### src/rtl/alu_pkg.sv
// Shared widths and FSM state encoding for the shared-ALU arbiter.
package alu_pkg;
   localparam int ALU_DW  = 32;
   localparam int ALU_RW  = 64;
   localparam int ALU_SHW = 5;
   localparam int ALU_OPW = 4;

   typedef enum logic [1:0] {
      IDLE = 2'd0,
      EXEC = 2'd1,
      RESP = 2'd2
   } state_t;
endpackage

### src/rtl/rr_arbiter.sv
// Combinational one-hot grant: first set request found searching upward from ptr (wrapping).
// With ptr tied to zero this degenerates to lowest-index-wins fixed priority.
module rr_arbiter #(
   parameter int N  = 4,
   parameter int PW = 2
) (
   input  logic [N-1:0]  req,
   input  logic [PW-1:0] ptr,
   input  logic          en,
   output logic [N-1:0]  grant
);

   logic          found;
   logic [PW-1:0] idx;

   always_comb begin
      grant = '0;
      found = 1'b0;
      idx   = '0;
      for (int i = 0; i < N; i++) begin
         idx = PW'((int'(ptr) + i) % N);
         if (en && !found && req[idx]) begin
            grant[idx] = 1'b1;
            found      = 1'b1;
         end
      end
   end

endmodule

### src/rtl/alu_arbiter.sv
// Shares one ALU between NUM_REQ requesters, one operation in flight at a time.
// ALU_ARB_RR_EN defined: round-robin grant pointer; undefined: fixed priority, no pointer register.
//
// state | meaning
// IDLE  | waiting for a request; grant is combinational, operands captured on accept
// EXEC  | ALU driven with captured operands, cnt counts down ALU latency
// RESP  | result held on rsp_data, rsp_valid[g] high until rsp_ready[g]
module alu_arbiter
   import alu_pkg::*;
#(
   parameter int NUM_REQ = 4,
   parameter int ALU_LAT = 1
) (
   input  logic                       clk,
   input  logic                       rst_n,
   input  logic [NUM_REQ-1:0]         req_valid,
   output logic [NUM_REQ-1:0]         req_ready,
   input  logic [ALU_DW*NUM_REQ-1:0]  req_a,
   input  logic [ALU_DW*NUM_REQ-1:0]  req_b,
   input  logic [ALU_SHW*NUM_REQ-1:0] req_r,
   input  logic [ALU_OPW*NUM_REQ-1:0] req_op,
   output logic [NUM_REQ-1:0]         rsp_valid,
   input  logic [NUM_REQ-1:0]         rsp_ready,
   output logic [ALU_RW-1:0]          rsp_data,
   output logic [ALU_DW-1:0]          alu_a,
   output logic [ALU_DW-1:0]          alu_b,
   output logic [ALU_SHW-1:0]         alu_r,
   output logic [ALU_OPW-1:0]         alu_op,
   input  logic [ALU_RW-1:0]          alu_out,
   output logic                       busy
);

   localparam int PW = $clog2(NUM_REQ);
   localparam int CW = $clog2(ALU_LAT + 1);
   localparam logic [CW-1:0] LAT_LD = CW'(ALU_LAT);

   state_t              state, state_nxt;
   logic [CW-1:0]       cnt;
   logic [PW-1:0]       ptr, gnt_idx, win_idx;
   logic [NUM_REQ-1:0]  grant;
   logic                accept;

   rr_arbiter #(.N(NUM_REQ), .PW(PW)) u_rr_arbiter (
      .req   (req_valid),
      .ptr   (ptr),
      .en    (state == IDLE),
      .grant (grant)
   );

   assign req_ready = grant;
   assign accept    = |grant;
   assign busy      = (state != IDLE);

   always_comb begin
      win_idx = '0;
      for (int i = 0; i < NUM_REQ; i++) begin
         if (grant[i]) win_idx = PW'(i);
      end
   end

`ifdef ALU_ARB_RR_EN
   always_ff @(posedge clk or negedge rst_n) begin
      if (!rst_n) begin
         ptr <= '0;
      end else if (accept) begin
         ptr <= (win_idx == PW'(NUM_REQ - 1)) ? '0 : win_idx + PW'(1);
      end
   end
`else
   assign ptr = '0;
`endif

   always_comb begin
      state_nxt = state;
      case (state)
         IDLE:    if (accept) state_nxt = EXEC;
         EXEC:    if (cnt == CW'(1)) state_nxt = RESP;
         RESP:    if (rsp_ready[gnt_idx]) state_nxt = IDLE;
         default: state_nxt = IDLE;
      endcase
   end

   always_comb begin
      rsp_valid = '0;
      if (state == RESP) rsp_valid[gnt_idx] = 1'b1;
   end

   // alu_* are the operand registers themselves, so they hold outside EXEC
   always_ff @(posedge clk or negedge rst_n) begin
      if (!rst_n) begin
         state    <= IDLE;
         cnt      <= '0;
         gnt_idx  <= '0;
         alu_a    <= '0;
         alu_b    <= '0;
         alu_r    <= '0;
         alu_op   <= '0;
         rsp_data <= '0;
      end else begin
         state <= state_nxt;
         if (accept) begin
            alu_a   <= req_a[int'(win_idx)*ALU_DW +: ALU_DW];
            alu_b   <= req_b[int'(win_idx)*ALU_DW +: ALU_DW];
            alu_r   <= req_r[int'(win_idx)*ALU_SHW +: ALU_SHW];
            alu_op  <= req_op[int'(win_idx)*ALU_OPW +: ALU_OPW];
            gnt_idx <= win_idx;
            cnt     <= LAT_LD;
         end else if (state == EXEC) begin
            cnt <= cnt - CW'(1);
            if (cnt == CW'(1)) rsp_data <= alu_out;
         end
      end
   end

endmodule

### config.mk
export PLATFORM = sky130hd
export DESIGN_NAME = alu_arbiter
export DESIGN_NICKNAME = d
export VERILOG_FILES = /design/src/rtl/alu_pkg.sv /design/src/rtl/rr_arbiter.sv /design/src/rtl/alu_arbiter.sv
export SDC_FILE = /design/constraint.sdc
export NUM_CORES = 1
export LEC_CHECK = 0
export CAP_MARGIN = 25
export CELL_PAD_IN_SITES_DETAIL_PLACEMENT = 2
export CELL_PAD_IN_SITES_GLOBAL_PLACEMENT = 2
export CORE_ASPECT_RATIO = 0.9
export CORE_MARGIN = 10
export CORE_UTILIZATION = 22
export CTS_CLUSTER_SIZE = 14
export DETAILED_ROUTE_END_ITERATION = 10
export GPL_TIMING_DRIVEN = 0
export HOLD_SLACK_MARGIN = 0.1
export PLACE_DENSITY_LB_ADDON = 0.1
export SLEW_MARGIN = 20
export SYNTH_ARGS = -nofsm -noshare
export SYNTH_HDL_FRONTEND = slang
export SYNTH_HIERARCHICAL = 1
export SYNTH_SLANG_ARGS = --single-unit
### constraint.sdc
create_clock -name clk -period 6.9 [get_ports clk]
set_input_delay 1.38 -clock clk [delete_from_list [all_inputs] [get_ports clk]]
set_output_delay 1.38 -clock clk [all_outputs]
set_load 0.02 [all_outputs]
# ---- Yosys cells after proc, flatten, opt, wreduce, memory -nomap -nowiden
# Index checks and enable logic that the tools add are counted.
dict set report totals {
  regBits 142
  in_bits 366
  word_cells 60
  output_inout_bits 146
}
dict set report classes {
  muxes 21
  reduce_logical 17
  shifts 4
  mul 1
  bitwise 1
  n_addsub 1
  order_cmp 2
  n_eq_ne 5
}
# cell n
set ops {}
lappend ops {{128-bit by 8-bit indexed part select with 32-bit output} 2}
lappend ops {{20-bit by 6-bit indexed part select with 5-bit output} 1}
lappend ops {{16-bit by 5-bit indexed part select with 4-bit output} 1}
lappend ops {{2-bit 2-to-1 mux} 6}
lappend ops {{1-bit 2-to-1 mux} 9}
lappend ops {{1-bit logical AND} 8}
lappend ops {{4-bit 2-to-1 mux} 2}
lappend ops {{2-bit != test, second input constant} 3}
lappend ops {{2-bit case mux with 3 select lines} 1}
lappend ops {{3-bit AND reduction} 2}
lappend ops {{2-bit by 3-bit multiplier with 5-bit output, second input constant} 1}
lappend ops {{2-bit nonzero test} 2}
lappend ops {{4-bit OR reduction} 1}
lappend ops {{1-bit logical NOT} 3}
lappend ops {{2-bit by 3-bit less-than comparator with 1-bit output, second input constant} 1}
lappend ops {{3-bit 2-to-1 mux} 1}
lappend ops {{1-bit binary-select mux with 2-bit select} 1}
lappend ops {{1-bit demux with 2-bit select} 1}
lappend ops {{2-bit by 1-bit equality test with 1-bit output, second input constant} 1}
lappend ops {{2-bit equality test, second input constant} 1}
lappend ops {{2-bit by 1-bit greater-or-equal comparator with 1-bit output, second input constant} 1}
lappend ops {{2-bit logical NOT} 1}
lappend ops {{1-bit inverter} 1}
lappend ops {{1-bit subtractor, second input constant} 1}

# ---- Logic depth before layout (Yosys ltp)
# Gate-level depths: netlist of the first run.
dict set report depth {
  ltp_word 20
  mapped_depth 13
}

# ---- By module
# Netlist of the first run, hierarchy kept.
# mod seq_area_each_um2 n_inst cells_each area_per_inst_um2
set modules_own_cells {}
lappend modules_own_cells {alu_arbiter 3553.4 1 815 7748.7}
lappend modules_own_cells {rr_arbiter 0.0 1 43 366.6}

# ---- Least setup slack after synthesis of the first run
# OpenSTA, ideal clock, no wires.
dict set report synth_timing {
  path_kind {input to register}
  from {input port req_valid[1]}
  to {register rsp_data[0]}
  setup_time_ns 0.125
  arrival_time_ns 3.939
  slack_ns 2.837
  cell_stages 9
  path_buffers 2
  cell_sequence {mux4_2 > or3b_1 > a21oi_1 > a221o_1 > buf_2 > or4_4 > nor2_8 > buf_6 > mux2_2}
}
dict set report synth_via {
  elab_cells_between_ends 15
  classes_between {5 x mux; 1 x bitwise; 9 x reduce/logical}
}
# item line
set synth_lines {}
lappend synth_lines {{start, declared} alu_arbiter.sv:16} ;# input logic [NUM_REQ-1:0] req_valid,
lappend synth_lines {{1-bit logical AND} rr_arbiter.sv:22} ;# if (en && !found && req[idx]) begin
lappend synth_lines {{2-bit 2-to-1 mux} rr_arbiter.sv:22}
lappend synth_lines {{3-bit 2-to-1 mux} rr_arbiter.sv:22}
lappend synth_lines {{4-bit 2-to-1 mux} rr_arbiter.sv:22}
lappend synth_lines {{named net req_ready[1]} alu_arbiter.sv:17} ;# output logic [NUM_REQ-1:0] req_ready,
lappend synth_lines {{4-bit OR reduction} alu_arbiter.sv:51} ;# assign accept = |grant;
lappend synth_lines {{1-bit inverter (no line)} -}
lappend synth_lines {{3-bit AND reduction (no line)} -}
lappend synth_lines {{end signal, assigned} alu_arbiter.sv:110} ;# if (cnt == CW'(1)) rsp_data <= alu_out;
lappend synth_lines {{end, declared} alu_arbiter.sv:24} ;# output logic [ALU_RW-1:0] rsp_data,
# The timed path passes the listed nets, and every way through them passes these cells.
# A chain may end at the register's enable or synchronous reset.

# ---- Worst setup path in the final report of the first run
dict set report layout_timing {
  from {input port req_valid[2]}
  to {output port req_ready[2]}
}
dict set report layout_via {
  elab_chain_len 3
}
# item line
set layout_rtl {}
lappend layout_rtl {{1-bit logical AND} rr_arbiter.sv:22}
lappend layout_rtl {{3-bit 2-to-1 mux} rr_arbiter.sv:22}
lappend layout_rtl {{4-bit 2-to-1 mux} rr_arbiter.sv:22}
lappend layout_rtl {{end, declared} alu_arbiter.sv:17}
# Every way passes these cells.

==> summary.txt, run 1 <==
Global routing
  • GRT Total Usage: 0.2137
  • GRT Residual Overflow: 0
  • Initial antenna violation count: 18
  • Vias in the first global route: 10.07k
  • First-pass GRT wire length: 71730 µm
  • Pin count of the biggest net entering global routing: 84

Worst setup path
  • Arrival time at the worst endpoint: 4.02 ns
  • Type of origin of the critical path: input port
  • Slowest-stage cell, CP: clkdlybuf4s50_1
  • CP Capture Type: primary output
  • CP max FO: 6
  • Crit path kind: in2out
  • Worst-path cell chain: clkdlybuf4s50_1 > or3b_1 > o311a_1 > a2111oi_2 > a221o_1 > clkdlybuf4s50_1
  • Critical path's largest stage delay: 0.66 ns
  • Worst Path Required: 5.52 ns
  • CP most frequent cell: clkdlybuf4s50_1

Routing
  • Drt first pass iters: 4
  • Avg WL per Cell: 26.19 µm
  • DRC: 0
  • Routed via count: 9147
  • Post-Route WL: 50070 µm
  • Antenna viol nets, final: 0
  • Initial drt markers: 381
  • DR vias/cell: 4.784

Floorplan
  • FP Rows: 66
  • Initial Util: 0.2239
  • Top-Level Pins: 512
  • CORE AREA: 36250 µm²
  • Die H: 202.2 µm
  • Die area: 44980 µm²
  • Die Span X: 222.5 µm

Status
  • Status: complete, no violations

Power and ir drop
  • Comb pwr share: 0.568
  • Max IR drop VDD: 0.1447 mV
  • Leakage power: 5.538 nW
  • Clock power share: 0.172
  • Psw: 2.358 mW
  • Switching Fraction: 0.4055
  • Sequential power share: 0.260
  • Power Density: 398.9 nW/µm²
  • P_int: 3.458 mW
  • Total power: 5.816 mW

STA
  • Fmax: 0.1851 GHz
  • RSZ-0062 raised after global routing: no
  • Tmin final: 5.403 ns
  • Headroom to the max-slew limit: 0.4458
  • Clk_skew: 0.01075 ns
  • Setup_tns: 0 ns
  • Final worst-path cycle share: 0.7830
  • Hold Fails Final Rpt: 0
  • Worst-Margin Slew: 0.8314 ns
  • Final-report setup violation count: 0
  • Final slew viol count: 0

Layout
  • Nets: 1779
  • Synthesis-to-layout area growth: 79.65%
  • Ratio of cells with drive above 1 in the final layout: 0.1085
  • Leading cell type in the layout, fill and taps excluded: clkdlybuf4s50_1
  • Most frequent cells in the layout: clkdlybuf4s50_1, nand2_1, dfrtp_1

Job
  • Max cap viols: 0

Clock network
  • H-tree depth: 4
  • Clk Latency, worst-skew pair: 0.45 ns
  • Root buf cell: clkbuf_16
  • Clock sinks: 142
  • Post-cts sizing count: 0
  • Clock slew at reported path FFs: 0.06 ns
  • Longest Clk Path Bufs: 2
  • Hold buffer count at cts: 0
  • CTS tree: yes
  • # Post-CTS Setup Buffers: 0
  • Num CTS Buffers: 17

Min path
  • Worst Hold Class: reg2reg

Synthesis
  • Sequential share of the synthesized area: 0.4379
  • Netlist cell types: 39
  • Cell Area, Synth: 8115 µm²
  • Cells after Synth: 858
  • Post-synth EDFFs: 0
  • Async SR Flop Fraction: 1.000
  • Ys Warns: 6
  • Top_reg_cell synth: dfrtp_1
  • Yosys reg bits: 142
  • Syn Area/Cell: 9.458 µm²

Place
  • DP Wirelength: 40080 µm
  • Port bufs: 511
  • Final Wtd Congestion: 0.7587
flip-flops by register name, indices dropped and copies added, names as in the netlist:
name      cells
rsp_data     64
alu_a        32
alu_b        32
alu_r         5
alu_op        4
gnt_idx       2
state         2
cnt           1
synth_stat cells (2+ instances only):
cell,instances,area share
inv_2,2,0.00093
o221a_2,30,0.042
or3b_1,5,0.0054
dfrtp_1,142,0.44
o21ai_0,111,0.068
buf_6,6,0.0083
a221oi_1,3,0.0032
inv_1,8,0.0037
buf_1,4,0.0018
nand2b_1,31,0.024
mux4_2,3,0.0083
nor2b_1,32,0.025
or4_1,2,0.0018
mux2_2,67,0.093
nor2_1,7,0.0032
ha_1,7,0.011
a21oi_1,38,0.023
and3b_1,3,0.0032
a221o_1,74,0.091
nand2_1,197,0.091
buf_2,8,0.0049
nor3b_1,2,0.0018
clkbuf_1,59,0.027
mux2i_1,2,0.0025
cells by family (layout without fill, tap and decap cells):
| kind of cell | after synthesis | in the layout | synth area share |
|---|---|---|---|
| AOI/OAI and AO/OA | 262 | 262 | 0.2356 |
| xor gates and xnor gates | 1 | 1 | 0.001079 |
| adders and majority gates | 7 | 7 | 0.01079 |
| buffers and inverters | 87 | 632 | 0.04702 |
| DFF | 142 | 142 | 0.4379 |
| muxes | 72 | 72 | 0.1038 |
| other | 1 | 34 | 0.0004621 |
| and+or+nand+nor | 286 | 286 | 0.1634 |
area by class of cell:
| class | instances | area [µm²] |
|---|---|---|
| well taps | 476 | 595.6 |
| repair buffers | 513 | 5155 |
| flip-flops and latches | 142 | 3553 |
| plain buffers | 77 | 344.1 |
| clock buffers | 21 | 450.4 |
| fillers | 3971 | 21670 |
| clock inverters | 11 | 153.9 |
| multi-input cells | 645 | 4247 |
| diodes | 17 | 42.54 |
| inverters | 10 | 37.54 |
stage by stage:
step	setup WS (ns)	util	hold slack (ns)	cells	area, µm²
finish	1.497	0.4022	0.5061	1912	14580
global route	1.383	0.4015	0.5225	1902	14550
CTS	1.489	0.4008	0.5113	1894	14530
detailed placement	1.355	0.3841	0.4963	1862	13920
global placement	-2.496	0.3830	0.4874	1861	13890
floorplan	2.837	-	0.4657	874	8175
final timing paths:
check                              from      endpoint  slack [ns]  depth (start not counted)
max                        req_valid[2]  req_ready[2]        1.50                          6
min                        rsp_data[28]  rsp_data[28]        0.51                          1
max reg2reg                    state[1]     alu_a[26]        3.03                         10
min reg2reg                rsp_data[28]  rsp_data[28]        0.51                          1
max in group asynchronous         rst_n     alu_op[3]        5.14                          2
min in group asynchronous         rst_n  rsp_data[58]        0.88                          1
power groups by stage:
stage	Sequential [mW]	Clock, mW	Combinational (mW)
after detailed placement	1.52	0	3.36
after CTS	1.51	1.03	3.37
after global routing	1.57	1.06	3.53
after global placement	1.50	0	3.31
after floorplan	1.99	0	1.19
final	1.51	1.00	3.30
worst max-delay path, delay by kind of cell:
kind | cells | cell delay [ns]
buffers and inverters | 2 | 1.23
AOI/OAI and AO/OA | 3 | 1.04
and+or+nand+nor | 1 | 0.37
per-layer routing:
metal / GRT usage / vias to the layer above / share of wire / wire, µm
met4: 0.05763 / 6 / 0.012 / 620
met1: 0.2386 / 4611 / 0.40 / 20190
met2: 0.3755 / 284 / 0.51 / 25410
li1: - / 4213 / - / -
met3: 0.07776 / 33 / 0.076 / 3804
met5: 0 / - / 0.00082 / 41
Note: power is estimated with default switching activity, not from simulation.
==> run 2, diff against run 1 <==
--- a/config.mk
+++ b/config.mk
@@ -10,7 +10,7 @@
 export CELL_PAD_IN_SITES_GLOBAL_PLACEMENT = 2
 export CORE_ASPECT_RATIO = 0.9
 export CORE_MARGIN = 10
-export CORE_UTILIZATION = 22
+export CORE_UTILIZATION = 18
 export CTS_CLUSTER_SIZE = 14
 export DETAILED_ROUTE_END_ITERATION = 10
 export GPL_TIMING_DRIVEN = 0
==> constraint.sdc (replaced) <==
create_clock -name clk -period 4.49 [get_ports clk]
set_input_delay 0.898 -clock clk [delete_from_list [all_inputs] [get_ports clk]]
set_output_delay 0.898 -clock clk [all_outputs]
set_load 0.02 [all_outputs]
==> summary.txt, run 2 (same netlist as run 1, synthesis figures left out) <==
Floorplan
  • FP Rows: 73
  • Die H: 221.4 µm
  • Top-Level Pins: 512
  • Initial Util: 0.1828
  • Die area: 53990 µm²
  • Die Span X: 243.8 µm
  • CORE AREA: 44390 µm²

STA
  • Headroom to the max-slew limit: 0.4267
  • Final-report setup violation count: 0
  • Tmin final: 4.310 ns
  • Final worst-path cycle share: 0.9598
  • Worst-Margin Slew: 0.8600 ns
  • Final slew viol count: 0
  • RSZ-0062 raised after global routing: no
  • Fmax: 0.2320 GHz
  • Hold Fails Final Rpt: 0
  • Clk_skew: 0.009416 ns

Layout
  • Top reg by flops: rsp_data
  • Design Area, Final: 14770 µm²
  • Max reg flops: 64
  • Nets: 1780
  • Most frequent cells in the layout: clkdlybuf4s50_1, nand2_1, dfrtp_1
  • Leading cell type in the layout, fill and taps excluded: clkdlybuf4s50_1
  • Synthesis-to-layout area growth: 81.95%
  • Top flop regs: rsp_data x64, alu_a x32, alu_b x32
  • Ratio of cells with drive above 1 in the final layout: 0.1183

Global routing
  • GRT Residual Overflow: 0
  • Pin count of the biggest net entering global routing: 57
  • First-pass GRT wire length: 74460 µm
  • GRT Total Usage: 0.1869
  • Initial antenna violation count: 16
  • Vias in the first global route: 10.06k

Routing
  • Initial drt markers: 360
  • Antenna viol nets, final: 0
  • Routed via count: 9026
  • DR vias/cell: 4.453
  • Post-Route WL: 51650 µm
  • Drt first pass iters: 4
  • Avg WL per Cell: 25.48 µm
  • DRC: 0

Clock network
  • Clock sinks: 142
  • Root buf cell: clkbuf_16
  • # Post-CTS Setup Buffers: 0
  • Hold buffer count at cts: 0
  • CTS tree: yes
  • Longest Clk Path Bufs: 2
  • H-tree depth: 4
  • Clk Latency, worst-skew pair: 0.46 ns
  • Post-cts sizing count: 5
  • Clock slew at reported path FFs: 0.06 ns
  • Num CTS Buffers: 17

Place
  • Final Wtd Congestion: 0.7539
  • DP Wirelength: 41690 µm
  • Port bufs: 511
  • DP Area: 14110 µm²

Power and ir drop
  • Power Density: 605.0 nW/µm²
  • Total power: 8.933 mW
  • Leakage power: 5.603 nW
  • Max IR drop VDD: 0.2593 mV

Worst setup path
  • CP max FO: 6
  • Reg2reg setup slack: 0.97 ns
  • Crit path kind: in2out
  • Worst Path Required: 3.59 ns
  • Arrival time at the worst endpoint: 3.41 ns
  • CP Capture Type: primary output
  • Length in cells of the worst reg-to-reg path: 11
  • Type of origin of the critical path: input port
  • RR Endpoint: alu_b[24]
  • Launch point of the worst reg-to-reg path: state[1]

Job
  • Max cap viols: 0

Status
  • Status: complete, no violations

Min path
  • Worst Hold Class: in2async
==> run 2: cell count changes in the layout (fill, tap and decap cells not counted), sizes merged <==
cell           change
clkinv             +1
dlymetal6s2s       +1
clkdlybuf4s50      -1
buf                -1
inv                +2
bufinv             -1
diode             -10
==> run 2: power breakdown <==
group	switching, mW	leakage [nW]	internal [mW]
combinational	2.62	3.62	2.48
clock	0.661	0.292	0.859
sequential	0.373	1.69	1.94
total	3.65	5.60	5.28
==> run 2: stage by stage <==
stage	TNS [ns]	setup WS (ns)	hold slack, ns	util	std cells
final	0	0.1803	0.3437	0.3326	2027
after floorplan	0	0.9085	0.4657	-	874
after global placement	-684.51	-4.575	0.4876	0.3163	1985
after CTS	0	0.0001301	0.3429	0.3320	2020
after global routing	0	0.04195	0.3471	0.3324	2023
after detailed placement	-39.07	-0.7301	0.4954	0.3180	1988
==> run 2: worst max-delay path by stage <==
stage / start / end / slack, ns / cells after the start
3_3_place_gp: rst_n / alu_b[2] / -4.58 / 1
3_5_place_dp: req_valid[2] / alu_b[29] / -0.73 / 11
6_report: req_valid[2] / req_ready[2] / 0.18 / 6
4_1_cts: req_valid[3] / alu_a[21] / 0.0001 / 12
2_1_floorplan: req_valid[1] / rsp_data[0] / 0.91 / 9
5_1_grt: req_valid[3] / alu_b[21] / 0.04 / 11
==> run 2: layer usage <==
layer	vias to the layer above	GRT usage	wire, µm
li1	4200	-	-
met1	4492	0.2135	21110
met2	269	0.3229	25850
met3	47	0.07755	4057
met4	18	0.03331	520
met5	-	0	112
==> run 2: area by class of cell <==
type | count | area [µm²]
antenna | 7 | 17.52
buffer | 77 | 359.1
clock inverter | 13 | 150.1
multi-input combinational | 645 | 4259
timing repair buffer | 514 | 5185
tap | 600 | 750.7
fill | 4935 | 29620
sequential | 142 | 3553
clock buffer | 19 | 452.9
inverter | 10 | 37.54
==> run 2: worst max-delay path: stages <==
cell,delay (ns)
clkdlybuf4s50_1,0.58
or3b_1,0.37
o311a_1,0.16
a2111oi_4,0.49
a221o_1,0.26
clkdlybuf4s50_1,0.66
==> run 3, diff against run 2 <==
--- a/config.mk
+++ b/config.mk
@@ -5,7 +5,7 @@
 export SDC_FILE = /design/constraint.sdc
 export NUM_CORES = 1
 export LEC_CHECK = 0
-export CAP_MARGIN = 25
+export CAP_MARGIN = 30
 export CELL_PAD_IN_SITES_DETAIL_PLACEMENT = 2
 export CELL_PAD_IN_SITES_GLOBAL_PLACEMENT = 2
 export CORE_ASPECT_RATIO = 0.9
@@ -16,6 +16,7 @@
 export GPL_TIMING_DRIVEN = 0
 export HOLD_SLACK_MARGIN = 0.1
 export PLACE_DENSITY_LB_ADDON = 0.1
+export SKIP_CTS_REPAIR_TIMING = 1
 export SLEW_MARGIN = 20
 export SYNTH_ARGS = -nofsm -noshare
 export SYNTH_HDL_FRONTEND = slang
==> summary.txt, run 3 (same netlist as run 1, synthesis figures left out) <==
Global routing
  • GRT Residual Overflow: 0
  • GRT Total Usage: 0.1869
  • Layer with the highest usage: met2
  • Initial antenna violation count: 16
  • Met3 Use GR: 0.07755
  • Vias in the first global route: 10.05k
  • GRT met2 Usage: 0.3229
  • First-pass GRT wire length: 74450 µm
  • Grt met1 use: 0.2135
  • Pin count of the biggest net entering global routing: 57

Worst setup path
  • CP max FO: 6
  • Crit-path leading delay family: buffers and inverters
  • WP depth: 6
  • Worst-path cell chain: clkdlybuf4s50_1 > or3b_1 > o311a_1 > a2111oi_4 > a221o_1 > clkdlybuf4s50_1
  • Reg2reg setup slack: 0.95 ns
  • Buf/Inv on CP: 2
  • Critical path's largest stage delay: 0.66 ns
  • CP most frequent cell: clkdlybuf4s50_1
  • Type of origin of the critical path: input port
  • CP Capture Type: primary output
  • Length in cells of the worst reg-to-reg path: 11
  • Crit path kind: in2out
  • Slowest-stage cell, CP: clkdlybuf4s50_1
  • Worst Path Required: 3.59 ns
  • Arrival time at the worst endpoint: 3.41 ns

STA
  • Final hold slack: 0.3438 ns
  • RSZ-0062 raised after global routing: no
  • Fmax: 0.2324 GHz
  • Final worst-path cycle share: 0.9584
  • Final slew viol count: 0
  • Headroom to the max-slew limit: 0.4287
  • Clk_skew: 0.009415 ns
  • Tmin final: 4.303 ns
  • Hold Fails Final Rpt: 0
  • Worst-Margin Slew: 0.8569 ns
  • Final-report setup violation count: 0

Power and ir drop
  • Leakage power: 5.613 nW
  • Total power: 8.934 mW
  • Power Density: 604.9 nW/µm²
  • Max IR drop VDD: 0.2592 mV

Layout
  • Top flop regs: rsp_data x64, alu_a x32, alu_b x32
  • Most frequent cells in the layout: clkdlybuf4s50_1, nand2_1, dfrtp_1
  • Sequential standard cell area: 3553 µm²
  • Top reg by flops: rsp_data
  • Nets: 1780
  • Multi-input logic area: 4259 µm²
  • Leading cell type in the layout, fill and taps excluded: clkdlybuf4s50_1
  • Max reg flops: 64
  • Ratio of cells with drive above 1 in the final layout: 0.1204
  • Design Area, Final: 14770 µm²
  • Synthesis-to-layout area growth: 81.99%
  • Final core utilization: 0.3327
  • Filler Cell Count: 4932

Floorplan
  • CORE AREA: 44390 µm²
  • FP Rows: 73
  • Die H: 221.4 µm
  • Die area: 53990 µm²
  • Initial Util: 0.1828
  • Top-Level Pins: 512
  • Die Span X: 243.8 µm

Clock network
  • H-tree depth: 4
  • Longest Clk Path Bufs: 2
  • Clock sinks: 142
  • Root buf cell: clkbuf_16
  • Clock slew at reported path FFs: 0.06 ns
  • Clk Latency, worst-skew pair: 0.46 ns
  • CTS tree: yes
  • Num CTS Buffers: 17

Routing
  • Initial drt markers: 361
  • Avg WL per Cell: 25.49 µm
  • DR vias/cell: 4.454
  • Antenna viol nets, final: 0
  • DRC: 0
  • Routed via count: 9029
  • Post-Route WL: 51660 µm
  • Drt first pass iters: 4

Place
  • DP Wirelength: 41690 µm
  • Port bufs: 511
  • Final Wtd Congestion: 0.7539
  • DP Area: 14110 µm²

Job
  • Max cap viols: 0

Status
  • Status: complete, no violations

Min path
  • Worst Hold Class: in2async
-- run 3: final timing paths --
check / start / to
min in group clk: rsp_data[11] / rsp_data[11]
min: rst_n / rsp_data[53]
min reg2reg: rsp_data[11] / rsp_data[11]
max reg2reg: state[1] / alu_b[24]
max in group asynchronous: rst_n / alu_a[14]
max: req_valid[2] / req_ready[2]
-- run 3: final cells by class --
class / instances / area share
inverter: 10 / 0.002542
tap: 600 / 0.05083
buffer: 77 / 0.02457
clock inverter: 13 / 0.01017
antenna: 7 / 0.001186
clock buffer: 19 / 0.03067
sequential: 142 / 0.2406
timing repair buffer: 514 / 0.3511
multi-input combinational: 645 / 0.2884
-- run 3: per-stage QoR --
| stage | worst slack (ns) | cells | setup TNS, ns |
|---|---|---|---|
| floorplan | 0.9085 | 874 | 0 |
| global placement | -4.575 | 1985 | -684.51 |
| detailed placement | -0.7301 | 1988 | -39.07 |
| CTS | -0.2746 | 2020 | -4.701 |
| global route | 0.04195 | 2023 | 0 |
| finish | 0.1869 | 2027 | 0 |
-- run 3: report_power, final --
part,switching [mW],leakage [nW],internal (mW)
logic,2.62,3.63,2.48
clock network,0.661,0.292,0.859
registers,0.373,1.69,1.94
total,3.65,5.61,5.28
-- run 3: worst reg2reg max path: cells and delay by family, from the launching register on --
kind                   cells  cell delay [ns]
AND/OR/NAND/NOR            2             0.54
buffers and inverters      6             1.27
flip-flops                 1             0.43
AO/OA/AOI/OAI              3             1.17
-- run 3: layer usage --
metal	routed length, µm	part of all wire
met5	112	0.0022
met4	520	0.010
met3	4046	0.078
met2	25830	0.50
met1	21150	0.41
